===== config.mk =====
export PLATFORM = sky130hd
export DESIGN_NAME = lsu_mem_stage_flat
export DESIGN_NICKNAME = d
export VERILOG_FILES = /design/src/rtl/lsu_pkg.sv /design/src/rtl/lsu_mem_stage_if.sv /design/src/rtl/lsu_load_align.sv /design/src/rtl/lsu_mem_stage.sv /design/src/flat_wrapper.sv
export SDC_FILE = /design/constraint.sdc
export NUM_CORES = 1
export LEC_CHECK = 0
export ABC_AREA = 1
export CORE_ASPECT_RATIO = 1.2
export CORE_MARGIN = 2
export CORE_UTILIZATION = 48
export DETAILED_ROUTE_END_ITERATION = 10
export GPL_ROUTABILITY_DRIVEN = 0
export PLACE_DENSITY = 0.86
export SLEW_MARGIN = 30
export SYNTH_ARGS = -nofsm -noshare
export SYNTH_HDL_FRONTEND = slang
export SYNTH_HIERARCHICAL = 1
export SYNTH_SLANG_ARGS = --single-unit

===== constraint.sdc =====
create_clock -name clk -period 4.1 [get_ports clk]
set_clock_uncertainty 0.05 [all_clocks]
set_input_delay 0.82 -clock clk [delete_from_list [all_inputs] [get_ports clk]]
set_output_delay 0.82 -clock clk [all_outputs]
set_load 0.02 [all_outputs]

===== src/rtl/lsu_pkg.sv =====
// Shared types, funct3 encodings and access-decode helpers for the load/store
// memory stage.
package lsu_pkg;

    typedef enum logic [1:0] {IDLE, BUSY, DONE} lsu_state_t;

    localparam logic [2:0] F3_B  = 3'd0;
    localparam logic [2:0] F3_H  = 3'd1;
    localparam logic [2:0] F3_W  = 3'd2;
    localparam logic [2:0] F3_BU = 3'd4;
    localparam logic [2:0] F3_HU = 3'd5;

    localparam int BE_W = 4;

    // funct3[1:0] encodes the access size for every legal load and store
    function automatic logic [BE_W-1:0] lsu_byte_en(input logic [2:0] f3, input logic [1:0] off);
        case (f3[1:0])
            2'b00:   lsu_byte_en = 4'b0001 << off;
            2'b01:   lsu_byte_en = off[1] ? 4'b1100 : 4'b0011;
            default: lsu_byte_en = 4'b1111;
        endcase
    endfunction

    function automatic logic lsu_legal(input logic is_load, input logic [2:0] f3);
        if (is_load)
            return f3 inside {F3_B, F3_H, F3_W, F3_BU, F3_HU};
        return f3 inside {F3_B, F3_H, F3_W};
    endfunction

    function automatic logic lsu_aligned(input logic [2:0] f3, input logic [1:0] off);
        case (f3[1:0])
            2'b00:   lsu_aligned = 1'b1;
            2'b01:   lsu_aligned = ~off[0];
            default: lsu_aligned = (off == 2'b00);
        endcase
    endfunction

endpackage


===== src/rtl/lsu_mem_stage_if.sv =====
// Data-bus interface between the memory stage (master) and the SRAM/bus (slave).
interface lsu_mem_stage_if #(parameter int XLEN = 32);
    import lsu_pkg::*;

    logic            bus_req;
    logic            bus_we;
    logic [XLEN-1:0] bus_addr;
    logic [BE_W-1:0] bus_be;
    logic [XLEN-1:0] bus_wdata;
    logic            bus_ack;
    logic [XLEN-1:0] bus_rdata;

    modport master (
        output bus_req, bus_we, bus_addr, bus_be, bus_wdata,
        input  bus_ack, bus_rdata
    );

    modport slave (
        input  bus_req, bus_we, bus_addr, bus_be, bus_wdata,
        output bus_ack, bus_rdata
    );

endinterface


===== src/rtl/lsu_load_align.sv =====
// Load formatter: picks the addressed byte/halfword lane out of the bus word and
// sign- or zero-extends it for writeback.
module lsu_load_align
    import lsu_pkg::*;
#(
    parameter int XLEN = 32
) (
    input  logic [XLEN-1:0] i_rdata,
    input  logic [2:0]      i_funct3,
    input  logic [1:0]      i_off,
    output logic [XLEN-1:0] o_data
);

    logic [XLEN-1:0] w_lane;

    // Halfword offsets are always even, so one byte-granular shift serves every size
    assign w_lane = i_rdata >> {i_off, 3'b000};

    always_comb begin
        case (i_funct3)
            F3_B:    o_data = {{(XLEN-8){w_lane[7]}}, w_lane[7:0]};
            F3_H:    o_data = {{(XLEN-16){w_lane[15]}}, w_lane[15:0]};
            F3_BU:   o_data = {{(XLEN-8){1'b0}}, w_lane[7:0]};
            F3_HU:   o_data = {{(XLEN-16){1'b0}}, w_lane[15:0]};
            default: o_data = w_lane;
        endcase
    end

endmodule


===== src/rtl/lsu_mem_stage.sv =====
// Memory-stage load/store responder: launches one bus access per instruction,
// stalls the pipeline while it is outstanding and reports faults.
module lsu_mem_stage
    import lsu_pkg::*;
#(
    parameter int XLEN    = 32,
    parameter int TIMEOUT = 16
) (
    input  logic              clk,
    input  logic              rst_n,
    input  logic              i_mem_valid,
    input  logic              i_mem_read,
    input  logic              i_mem_write,
    input  logic [2:0]        i_funct3,
    input  logic [XLEN-1:0]   i_addr,
    input  logic [XLEN-1:0]   i_wdata,
    output logic              o_stall,
    output logic              o_load_valid,
    output logic [XLEN-1:0]   o_load_data,
    output logic              o_fault,
    lsu_mem_stage_if.master   io_bus
);

    localparam int CW      = (TIMEOUT > 1) ? $clog2(TIMEOUT) : 1;
    localparam int TO_LAST = (TIMEOUT > 0) ? TIMEOUT - 1 : 0;

    lsu_state_t      r_state;
    logic            r_bus_req;
    logic            r_bus_we;
    logic [XLEN-1:0] r_bus_addr;
    logic [BE_W-1:0] r_bus_be;
    logic [XLEN-1:0] r_bus_wdata;
    logic [2:0]      r_funct3;
    logic [1:0]      r_off;
    logic [CW-1:0]   r_cnt;
    logic            r_timeout;
    logic [XLEN-1:0] r_load_data;

    logic            w_access;
    logic            w_ok;
    logic            w_start;
    logic            w_illegal;
    logic            w_expire;
    logic [XLEN-1:0] w_wdata_rep;
    logic [XLEN-1:0] w_load_fmt;

    // Gating with rst_n keeps stall/fault low while reset is held
    assign w_access  = rst_n && (r_state == IDLE) && i_mem_valid && (i_mem_read || i_mem_write);
    assign w_ok      = (i_mem_read ^ i_mem_write)
                       && lsu_legal(i_mem_read, i_funct3)
                       && lsu_aligned(i_funct3, i_addr[1:0]);
    assign w_start   = w_access && w_ok;
    assign w_illegal = w_access && !w_ok;
    assign w_expire  = (TIMEOUT != 0) && (r_cnt == CW'(TO_LAST));

    always_comb begin
        case (i_funct3[1:0])
            2'b00:   w_wdata_rep = {(XLEN/8){i_wdata[7:0]}};
            2'b01:   w_wdata_rep = {(XLEN/16){i_wdata[15:0]}};
            default: w_wdata_rep = i_wdata;
        endcase
    end

    lsu_load_align #(.XLEN(XLEN)) u_align (
        .i_rdata  (io_bus.bus_rdata),
        .i_funct3 (r_funct3),
        .i_off    (r_off),
        .o_data   (w_load_fmt)
    );

    always_ff @(posedge clk or negedge rst_n) begin
        if (!rst_n) begin
            r_state     <= IDLE;
            r_bus_req   <= 1'b0;
            r_bus_we    <= 1'b0;
            r_bus_addr  <= '0;
            r_bus_be    <= '0;
            r_bus_wdata <= '0;
            r_funct3    <= '0;
            r_off       <= '0;
            r_cnt       <= '0;
            r_timeout   <= 1'b0;
            r_load_data <= '0;
        end else begin
            case (r_state)
                IDLE: begin
                    if (w_start) begin
                        r_state     <= BUSY;
                        r_bus_req   <= 1'b1;
                        r_bus_we    <= i_mem_write;
                        r_bus_addr  <= {i_addr[XLEN-1:2], 2'b00};
                        r_bus_be    <= lsu_byte_en(i_funct3, i_addr[1:0]);
                        r_bus_wdata <= w_wdata_rep;
                        r_funct3    <= i_funct3;
                        r_off       <= i_addr[1:0];
                        r_cnt       <= '0;
                        r_timeout   <= 1'b0;
                    end
                end
                // An ack in the expiry cycle still completes the access normally
                BUSY: begin
                    if (io_bus.bus_ack) begin
                        r_state   <= DONE;
                        r_bus_req <= 1'b0;
                        if (!r_bus_we)
                            r_load_data <= w_load_fmt;
                    end else if (w_expire) begin
                        r_state   <= DONE;
                        r_bus_req <= 1'b0;
                        r_timeout <= 1'b1;
                    end else begin
                        r_cnt <= r_cnt + CW'(1);
                    end
                end
                default: r_state <= IDLE;
            endcase
        end
    end

    assign o_stall      = w_start || (r_state == BUSY);
    assign o_load_valid = (r_state == DONE) && !r_bus_we && !r_timeout;
    assign o_fault      = w_illegal || ((r_state == DONE) && r_timeout);
    assign o_load_data  = r_load_data;

    assign io_bus.bus_req   = r_bus_req;
    assign io_bus.bus_we    = r_bus_we;
    assign io_bus.bus_addr  = r_bus_addr;
    assign io_bus.bus_be    = r_bus_be;
    assign io_bus.bus_wdata = r_bus_wdata;

endmodule


===== src/flat_wrapper.sv =====
// flat-port wrapper written by rule: the top's interface ports become plain ports
module lsu_mem_stage_flat import lsu_pkg::*;
#(
    parameter int XLEN    = 32,
    parameter int TIMEOUT = 16
)
  (clk, rst_n, i_mem_valid, i_mem_read, i_mem_write, i_funct3, i_addr, i_wdata, o_stall, o_load_valid, o_load_data, o_fault, io_bus_bus_req, io_bus_bus_we, io_bus_bus_addr, io_bus_bus_be, io_bus_bus_wdata, io_bus_bus_ack, io_bus_bus_rdata);
  lsu_mem_stage_if #(.XLEN(XLEN)) io_bus_i ();
  input  logic clk;
  input  logic rst_n;
  input  logic i_mem_valid;
  input  logic i_mem_read;
  input  logic i_mem_write;
  input  logic [2:0] i_funct3;
  input  logic [XLEN-1:0] i_addr;
  input  logic [XLEN-1:0] i_wdata;
  output logic o_stall;
  output logic o_load_valid;
  output logic [XLEN-1:0] o_load_data;
  output logic o_fault;
  output wire logic [$bits(io_bus_i.bus_req)-1:0] io_bus_bus_req;
  output wire logic [$bits(io_bus_i.bus_we)-1:0] io_bus_bus_we;
  output wire logic [$bits(io_bus_i.bus_addr)-1:0] io_bus_bus_addr;
  output wire logic [$bits(io_bus_i.bus_be)-1:0] io_bus_bus_be;
  output wire logic [$bits(io_bus_i.bus_wdata)-1:0] io_bus_bus_wdata;
  input wire logic [$bits(io_bus_i.bus_ack)-1:0] io_bus_bus_ack;
  input wire logic [$bits(io_bus_i.bus_rdata)-1:0] io_bus_bus_rdata;
  assign io_bus_bus_req = io_bus_i.bus_req;
  assign io_bus_bus_we = io_bus_i.bus_we;
  assign io_bus_bus_addr = io_bus_i.bus_addr;
  assign io_bus_bus_be = io_bus_i.bus_be;
  assign io_bus_bus_wdata = io_bus_i.bus_wdata;
  assign io_bus_i.bus_ack = io_bus_bus_ack;
  assign io_bus_i.bus_rdata = io_bus_bus_rdata;
  lsu_mem_stage #(.XLEN(XLEN), .TIMEOUT(TIMEOUT)) u_core (.clk(clk), .rst_n(rst_n), .i_mem_valid(i_mem_valid), .i_mem_read(i_mem_read), .i_mem_write(i_mem_write), .i_funct3(i_funct3), .i_addr(i_addr), .i_wdata(i_wdata), .o_stall(o_stall), .o_load_valid(o_load_valid), .o_load_data(o_load_data), .o_fault(o_fault), .io_bus(io_bus_i));
endmodule

# After elaboration in Yosys (flattened, before gate mapping)

Cells that the tools add are included.

Register bits after elaboration: 112
Latch bits: 0
Bits in writable memories: 0
Bits in read-only memories: 0
Input bits: 105
Output and inout port bits: 105
Word-level logic and storage cells: 87
Memories kept: 0

Add/sub/neg operators: 1
$mul: 0
Divide/modulo/power cells: 0
Magnitude comparators: 0
Equal/unequal tests: 16
Shift-type cells: 2
Muxes and demuxes: 24
Bitwise operators: 3
Reduce and logical (&&, ||, !) cells: 30

Operators with widths:

| cell                                                 | number |
|---|---|
| one-hot mux 32 bit (4 select lines)                  | 1 |
| one-hot mux 32 bit (2 select lines)                  | 1 |
| right shift 32 x 5 -> 32 bit                         | 1 |
| 2-to-1 mux 4 bit                                     | 4 |
| one-hot mux 4 bit (2 select lines)                   | 2 |
| equality test 3 bit (second input constant)          | 4 |
| logical AND 1 bit                                    | 10 |
| 2-to-1 mux 1 bit                                     | 9 |
| AND reduction 4 bit                                  | 2 |
| equality test 3 x 1 -> 1 bit (second input constant) | 2 |
| logical NOT 2 bit                                    | 3 |
| logical NOT 3 bit                                    | 2 |
| 2-to-1 mux 2 bit                                     | 3 |
| one-hot mux 1 bit (2 select lines)                   | 3 |
| AND reduction 3 bit                                  | 2 |
| nonzero test 5 bit                                   | 1 |
| adder 4 x 1 -> 4 bit (second input constant)         | 1 |
| equality test 2 x 1 -> 1 bit (second input constant) | 2 |
| equality test 4 bit (second input constant)          | 1 |
| != test 2 x 1 -> 1 bit (second input constant)       | 2 |
| != test 2 bit (second input constant)                | 2 |
| one-hot mux 2 bit (2 select lines)                   | 1 |
| AND reduction 2 bit                                  | 2 |
| left shift 1 x 2 -> 4 bit (first input constant)     | 1 |
| other kinds (9)                                      | 14 |

# Longest topological paths before layout

Word-level depth: 9
Mapped depth: 10
Depth with buffers taken out: 9

# Hierarchy

Netlist, hierarchy kept.

By module, submodules not included:

| module         | instances | cells each | area each (um^2) | seq. area each (um^2) |
|---|---|---|---|---|
| lsu_mem_stage  | 1         | 492        | 4713.3           | 2802.7 |
| lsu_load_align | 1         | 158        | 920.9            | 0.0 |

# Worst setup path before layout

Ideal clock, no wire load.

Kind: input to output
From: input i_mem_write
To: output o_stall
Arrival time: 1.892 ns
Required time: 3.230 ns
Setup slack: 1.338 ns
Cell stages on the path: 8
Cells stage by stage: inv_1 > ha_1 > inv_1 > nor2_1 > nand3_2 > buf_4 > buf_4 > nand2_1

Word-level cells in the longest chain between the ends: 5

Ends and longest elaborated chain:

| item                  | line                 | text |
|---|---|---|
| start: declaration    | flat_wrapper.sv:13   | `input logic i_mem_write;` |
| bitwise XOR 1 bit     | lsu_mem_stage.sv:49  | `assign w_ok = (i_mem_read ^ i_mem_write)` |
| logical AND 1 bit     | lsu_mem_stage.sv:50  | `&& lsu_legal(i_mem_read, i_funct3)` |
| logical AND 1 bit     | lsu_mem_stage.sv:51  | `&& lsu_aligned(i_funct3, i_addr[1:0]);` |
| logical AND 1 bit (*) | lsu_mem_stage.sv:52  | `assign w_start = w_access && w_ok;` |
| logical OR 1 bit (*)  | lsu_mem_stage.sv:120 | `assign o_stall = w_start \|\| (r_state == BUSY);` |
| end: declaration      | flat_wrapper.sv:17   | `output logic o_stall;` |

Every way passes the cells marked *; elsewhere a longest branch is shown, timed or not.

# Worst setup path in the final report

From: input i_mem_read
To: output o_fault

Word-level cells in the longest chain between the ends: 7

Ends and longest elaborated chain:

| item                  | line                 | text |
|---|---|---|
| start: declaration    | flat_wrapper.sv:12   | `input logic i_mem_read;` |
| 2-to-1 mux 1 bit      | lsu_pkg.sv:25        | `if (is_load)` |
| 2-to-1 mux 1 bit      | lsu_pkg.sv:27        | `return f3 inside {F3_B, F3_H, F3_W};` |
| logical AND 1 bit     | lsu_mem_stage.sv:50  |  |
| logical AND 1 bit     | lsu_mem_stage.sv:51  |  |
| logical NOT 1 bit     | lsu_mem_stage.sv:53  | `assign w_illegal = w_access && !w_ok;` |
| logical AND 1 bit (*) | lsu_mem_stage.sv:53  |  |
| logical OR 1 bit (*)  | lsu_mem_stage.sv:122 | `assign o_fault = w_illegal \|\| ((r_state == DONE) && r_timeout);` |
| end: declaration      | flat_wrapper.sv:20   | `output logic o_fault;` |

Marked as above.

==> results_dict.tcl <==
set metrics [dict create \
    status "finished clean" \
    cap_violations 0 \
    worstSkewPairLatency_ns 0.34 \
    crit_end "o_fault" \
    via_per_inst 5.22 \
    cp-startpoint "i_mem_read" \
    dr_wl_met3_um 1570 \
    required_ns 3.23 \
    antennaDiodeCount 0 \
    clk_pin_slew_ns 0.07 \
    cts.sinks 112 \
    drt-wirelength-per-cell_um 16.2 \
    syn_area_um2 5630 \
    tns_ns 0 \
    cp-start-kind "primary input" \
    synth_warnings 6 \
    async_flop_share_pct 100 \
    highest_layer "met4" \
    vdd_drop_max_mv 0.312 \
    worstMarginPinSlew_ns 0.782 \
    synth.distinct_cells 36 \
    regToRegSetupSlack_ns 1.90 \
    synth_edf_count 0 \
    drive_gt1_share_pct 11.3 \
    synth.avg_cell_area_um2 8.67 \
    reg2reg_to "u_core/o_load_data[9]" \
    wl_um 16200 \
    die_area_um2 12600 \
    relSlewSlack_pct 47.9 \
    postCtsSetupRepairBufs 0 \
    grt_remaining_overflow 0 \
    period_needed_ns 3.62 \
    ys_seq_area_share_pct 49.7 \
    vias 5223 \
    grt_max_degree 113 \
    drtIter0Drc 282 \
    firstDrtPassIters 5 \
    antenna_found_initial 0 \
    critical_path.max_fanout 2 \
    hold_viol_final 0 \
    port_buffers 207 \
    start_util_pct 48.9 \
    synthFlopType "dfrtp_1" \
    ios 210 \
    cts_buffers 9 \
    ys_top_cells_by_count "nand2_1, dfrtp_1, mux2_2" \
    ctsResizeCount 0 \
    yosysMostFrequentCell "nand2_1" \
    ant_nets 0 \
    fin_util_pct 70.0 \
    crit_type "primary input to output pin" \
    power_leakage_nw 3.87 \
    cp-end-kind "output pin" \
    rsz0062_at_grt "no" \
    grtUsageTotal_pct 25.9 \
    cts-root-buf "clkbuf_16" \
    core-area_um2 11500 \
    nets 946 \
    ys_ff_latch 112 \
    cts_hold_buf 0 \
    arrival_ns 2.75 \
    max_freq_mhz 277 \
    finalSetupViolations 0 \
    yosys.area.top_type "dfrtp_1" \
    wl_met1_um 6100 \
    route.detailed.drc 0 \
    syn_to_final_growth_pct 43.1 \
    cts_max_path_buffers 2 \
    grt_pass1_wl_um 25600 \
    min_period_over_period_pct 88.2 \
    chipWidth_um 103 \
    htreeDepth 3 \
    p_per_area_nw_per_um2 589 \
    ys_top_cells_by_area "dfrtp_1, nand2_1, mux2_2" \
    drv_slew 0 \
    die_y_um 123 \
    grt_pass1_vias 5244 \
    wl_met2_um 8190 \
    rows 43 \
    hpwl_um 12000 \
    cts_tree "yes" \
    rr_worst_depth 5 \
    min_path_type "register to register" \
    synthCells 650 \
    synth_top_area_share_pct 49.7 \
    whs_ns 0.432 \
    reg2reg_from "u_core/r_off[1]" \
]
per-layer routing:
layer / track usage, % / vias to the layer above
met5: 0 / -
met3: 7.29 / 20
met2: 44.8 / 239
met4: 8.88 / 0
met1: 30.7 / 2475
li1: - / 2489
flip-flops by register name (all words and copies together) (netlist names):
register and cells:
u_core/r_cnt 4, u_core/o_load_data 32, u_core/r_timeout 1, u_core/io_bus.bus_be 4, u_core/r_funct3 3, u_core/io_bus.bus_wdata 32, u_core/r_state 2, u_core/io_bus.bus_req 1
u_core/io_bus.bus_addr 30, u_core/io_bus.bus_we 1, u_core/r_off 2
kinds of logic after synthesis:
kind of cell    count (synthesis)  share of synthesized area, %
simple gates                  345                          27.0
flops                         112                          49.7
compound gates                 91                          9.50
buf+inv                        67                          6.80
mux                            32                          6.40
fa+ha+maj                       2                         0.444
other cells                     1                        0.0666
worst min-delay path by stage:
stage                                          start                    endpoint  slack (ns)  cells after the start
after global routing      u_core/io_bus.bus_addr[27]  u_core/io_bus.bus_addr[27]        0.46                      2
after floorplan                      u_core/r_off[1]             u_core/r_off[1]        0.41                      2
after detailed placement  u_core/io_bus.bus_addr[27]  u_core/io_bus.bus_addr[27]        0.41                      2
final                     u_core/io_bus.bus_addr[27]  u_core/io_bus.bus_addr[27]        0.43                      2
after global placement    u_core/io_bus.bus_addr[21]  u_core/io_bus.bus_addr[21]        0.41                      2
after CTS                 u_core/io_bus.bus_addr[27]  u_core/io_bus.bus_addr[27]        0.43                      2
layout make-up:
| cell class | count | area, um2 |
|---|---|---|
| Fill cell | 909 | 3450 |
| Sequential cell | 112 | 2800 |
| Multi-Input combinational cell | 472 | 2460 |
| Timing Repair Buffer | 215 | 2150 |
| Clock buffer | 11 | 253 |
| Tap cell | 157 | 196 |
| Inverter | 29 | 119 |
| Clock inverter | 5 | 87.6 |
where the power goes:
group          switching (mW)  internal (mW)
logic                    1.10          0.990
registers               0.234           1.46
clock network           0.397          0.574
layout by cell type (no fill, tap or decap), drive strengths merged:
master,count
inv,30
nor2,29
bufinv,2
buf,9
a21boi,8
nor4,1
a21oi,17
and2,1
o211ai,14
o21bai,1
nor3,1
clkdlybuf4s50,206
conb,2
clkbuf,11
o21ai,43
nand4,1
or2,1
dfrtp,112
nand2,260
mux2,32
and3,9
clkinv,1
ha,2
nand3,42
clkinvlp,1
a22oi,7
a21bo,1
worst max-delay path: stages:
cell and delay, ns:
clkdlybuf4s50_1 0.48, inv_1 0.06, ha_1 0.27, inv_1 0.03, nor2_1 0.22, nand2_1 0.10
a21bo_2 0.21, clkdlybuf4s50_1 0.56
per-stage QoR:
stage	cell area [um2]	cells	power, mW	worst slack [ns]
global route	8060	1001	5.02	0.399
detailed placement	7720	985	3.80	0.527
floorplan	5640	651	2.81	1.34
global placement	7720	985	3.74	0.521
finish	8060	1001	4.75	0.484
CTS	8060	1001	4.78	0.491
Power figures use the tool's default switching activity.
==> RTL edit: new RTL, same flow settings <==
Encoding of `lsu_state_t`: now one-hot (3 bits for 3 states).
--- a/src/rtl/lsu_pkg.sv
+++ b/src/rtl/lsu_pkg.sv
@@ -2,7 +2,7 @@
 // memory stage.
 package lsu_pkg;
 
-    typedef enum logic [1:0] {IDLE, BUSY, DONE} lsu_state_t;
+    typedef enum logic [2:0] {IDLE = 3'b001, BUSY = 3'b010, DONE = 3'b100} lsu_state_t;
 
     localparam logic [2:0] F3_B  = 3'd0;
     localparam logic [2:0] F3_H  = 3'd1;
Function: no difference found for any inputs over 4 cycles, from zero or initial values and one cycle with rst_n low; so few cycles prove little.
==> RTL edit against the unedited design <==
Worst setup slack gained 38 ps; synthesized cell count rose by 13%; combinational power is 28% lower; wire length up 10%; core utilization increased by 1.1 points; final area up 5.8%; synthesized area is 3.7% higher; sequential cell count is 1 higher; total power down 4.2%; sequential power is 12% lower; critical endpoint is now o_stall; final cell count up 9.8%; highest routed layer unchanged.
==> RTL edit: results (changes against the unedited design) <==
CTS
  • Later-pin clock latency in the skew report: 410 ps (+70 ps)
  • Htree depth: 4 (+1)
  • Reg clk slew, reported paths: 50 ps (-20 ps)
  • CTS buffer count: 17 (+8)

Pwr
  • Peak VDD IR: 0.385 mV (+24%)
  • Leakage: 0.00418 uW (+7.8%)

Route
  • DR iter-0 viols: 413 (+46%)
  • Vias per cell: 5.30 (+1.5%)
  • Metal3 WL: 1680 um (+7.0%)

Global route
  • GRT Total Usage: 28.4% (+2.6 points)
  • Met2 usage: 45.6% (+0.88 points)
  • GRT met1 Usage: 34.5% (+3.8 points)
  • Vias in the first global route: 5875 (+12%)
  • First-pass GRT wire length: 29300 um (+15%)

Synth
  • Mean Syn Cell Area: 7.95 um^2 (-8.3%)
  • Netlist cell types: 33 (-8.3%)
  • Synth top area cells: dfrtp_1 (48%), nand2_1 (18%), nand3_1 (7.8%)
  • Sequential area share after synthesis: 48.4% (-1.3 points)

Min path
  • Hold_sp: u_core/o_load_data[0]$_DFFE_PN0P_

Critical path
  • Capturing point of the worst reg2reg path: u_core/o_load_data[28]$_DFFE_PN0P_
  • Reg-to-reg setup timing slack: 1730 ps (-170 ps)
  • R2r worst-path depth: 8 (+3)
  • Arrival time at the worst endpoint: 2710 ps (-40 ps)
  • Worst r2r src: u_core/r_off[0]$_DFFE_PN0P_
  • Critical Path Fanout Max: 4 (+2)

Place
  • Place WS: 555 ps (+28.6 ps)
  • Area after DPL: 0.00791 mm^2 (+2.4%)

Cells and area
  • Layout fillers: 949 (+4.4%)
  • Final net count: 1032 (+9.1%)

Run status
  • Outcome: finished, final reports clean

STA
  • Fin Hold WS: 417 ps (-14.9 ps)
[RTL edit: cell types whose count changed after synthesis, moves of 4 or more]
cell      delta
nand3_1     +68
mux2_2      -32
nand2_1     +31
o21ai_0     +15
o21ai_1     -12
clkbuf_1     +9
buf_6        +6
buf_4        -4
nor2_1       +4
[RTL edit: report_power, final]
group | switching, uW | internal, uW
sequential | 166 | 1330
clock | 506 | 1040
combinational | 845 | 663
[RTL edit: area by class of cell]
cell class	count	area (um^2)	share of cell area, %
Clock inverter	11	160	1.88
Clock buffer	21	460	5.40
Tap cell	161	201	2.36
Timing Repair Buffer	219	2180	25.5
Multi-Input combinational cell	543	2580	30.2
Sequential cell	113	2830	33.2
Inverter	31	126	1.48
[RTL edit: kinds of logic after synthesis]
| family | Yosys count | synth area share (%) |
|---|---|---|
| simple gates | 447 | 34.1 |
| flops | 113 | 48.4 |
| compound gates | 92 | 9.12 |
| buf+inv | 80 | 7.84 |
| fa+ha+maj | 2 | 0.428 |
| other cells | 1 | 0.0642 |
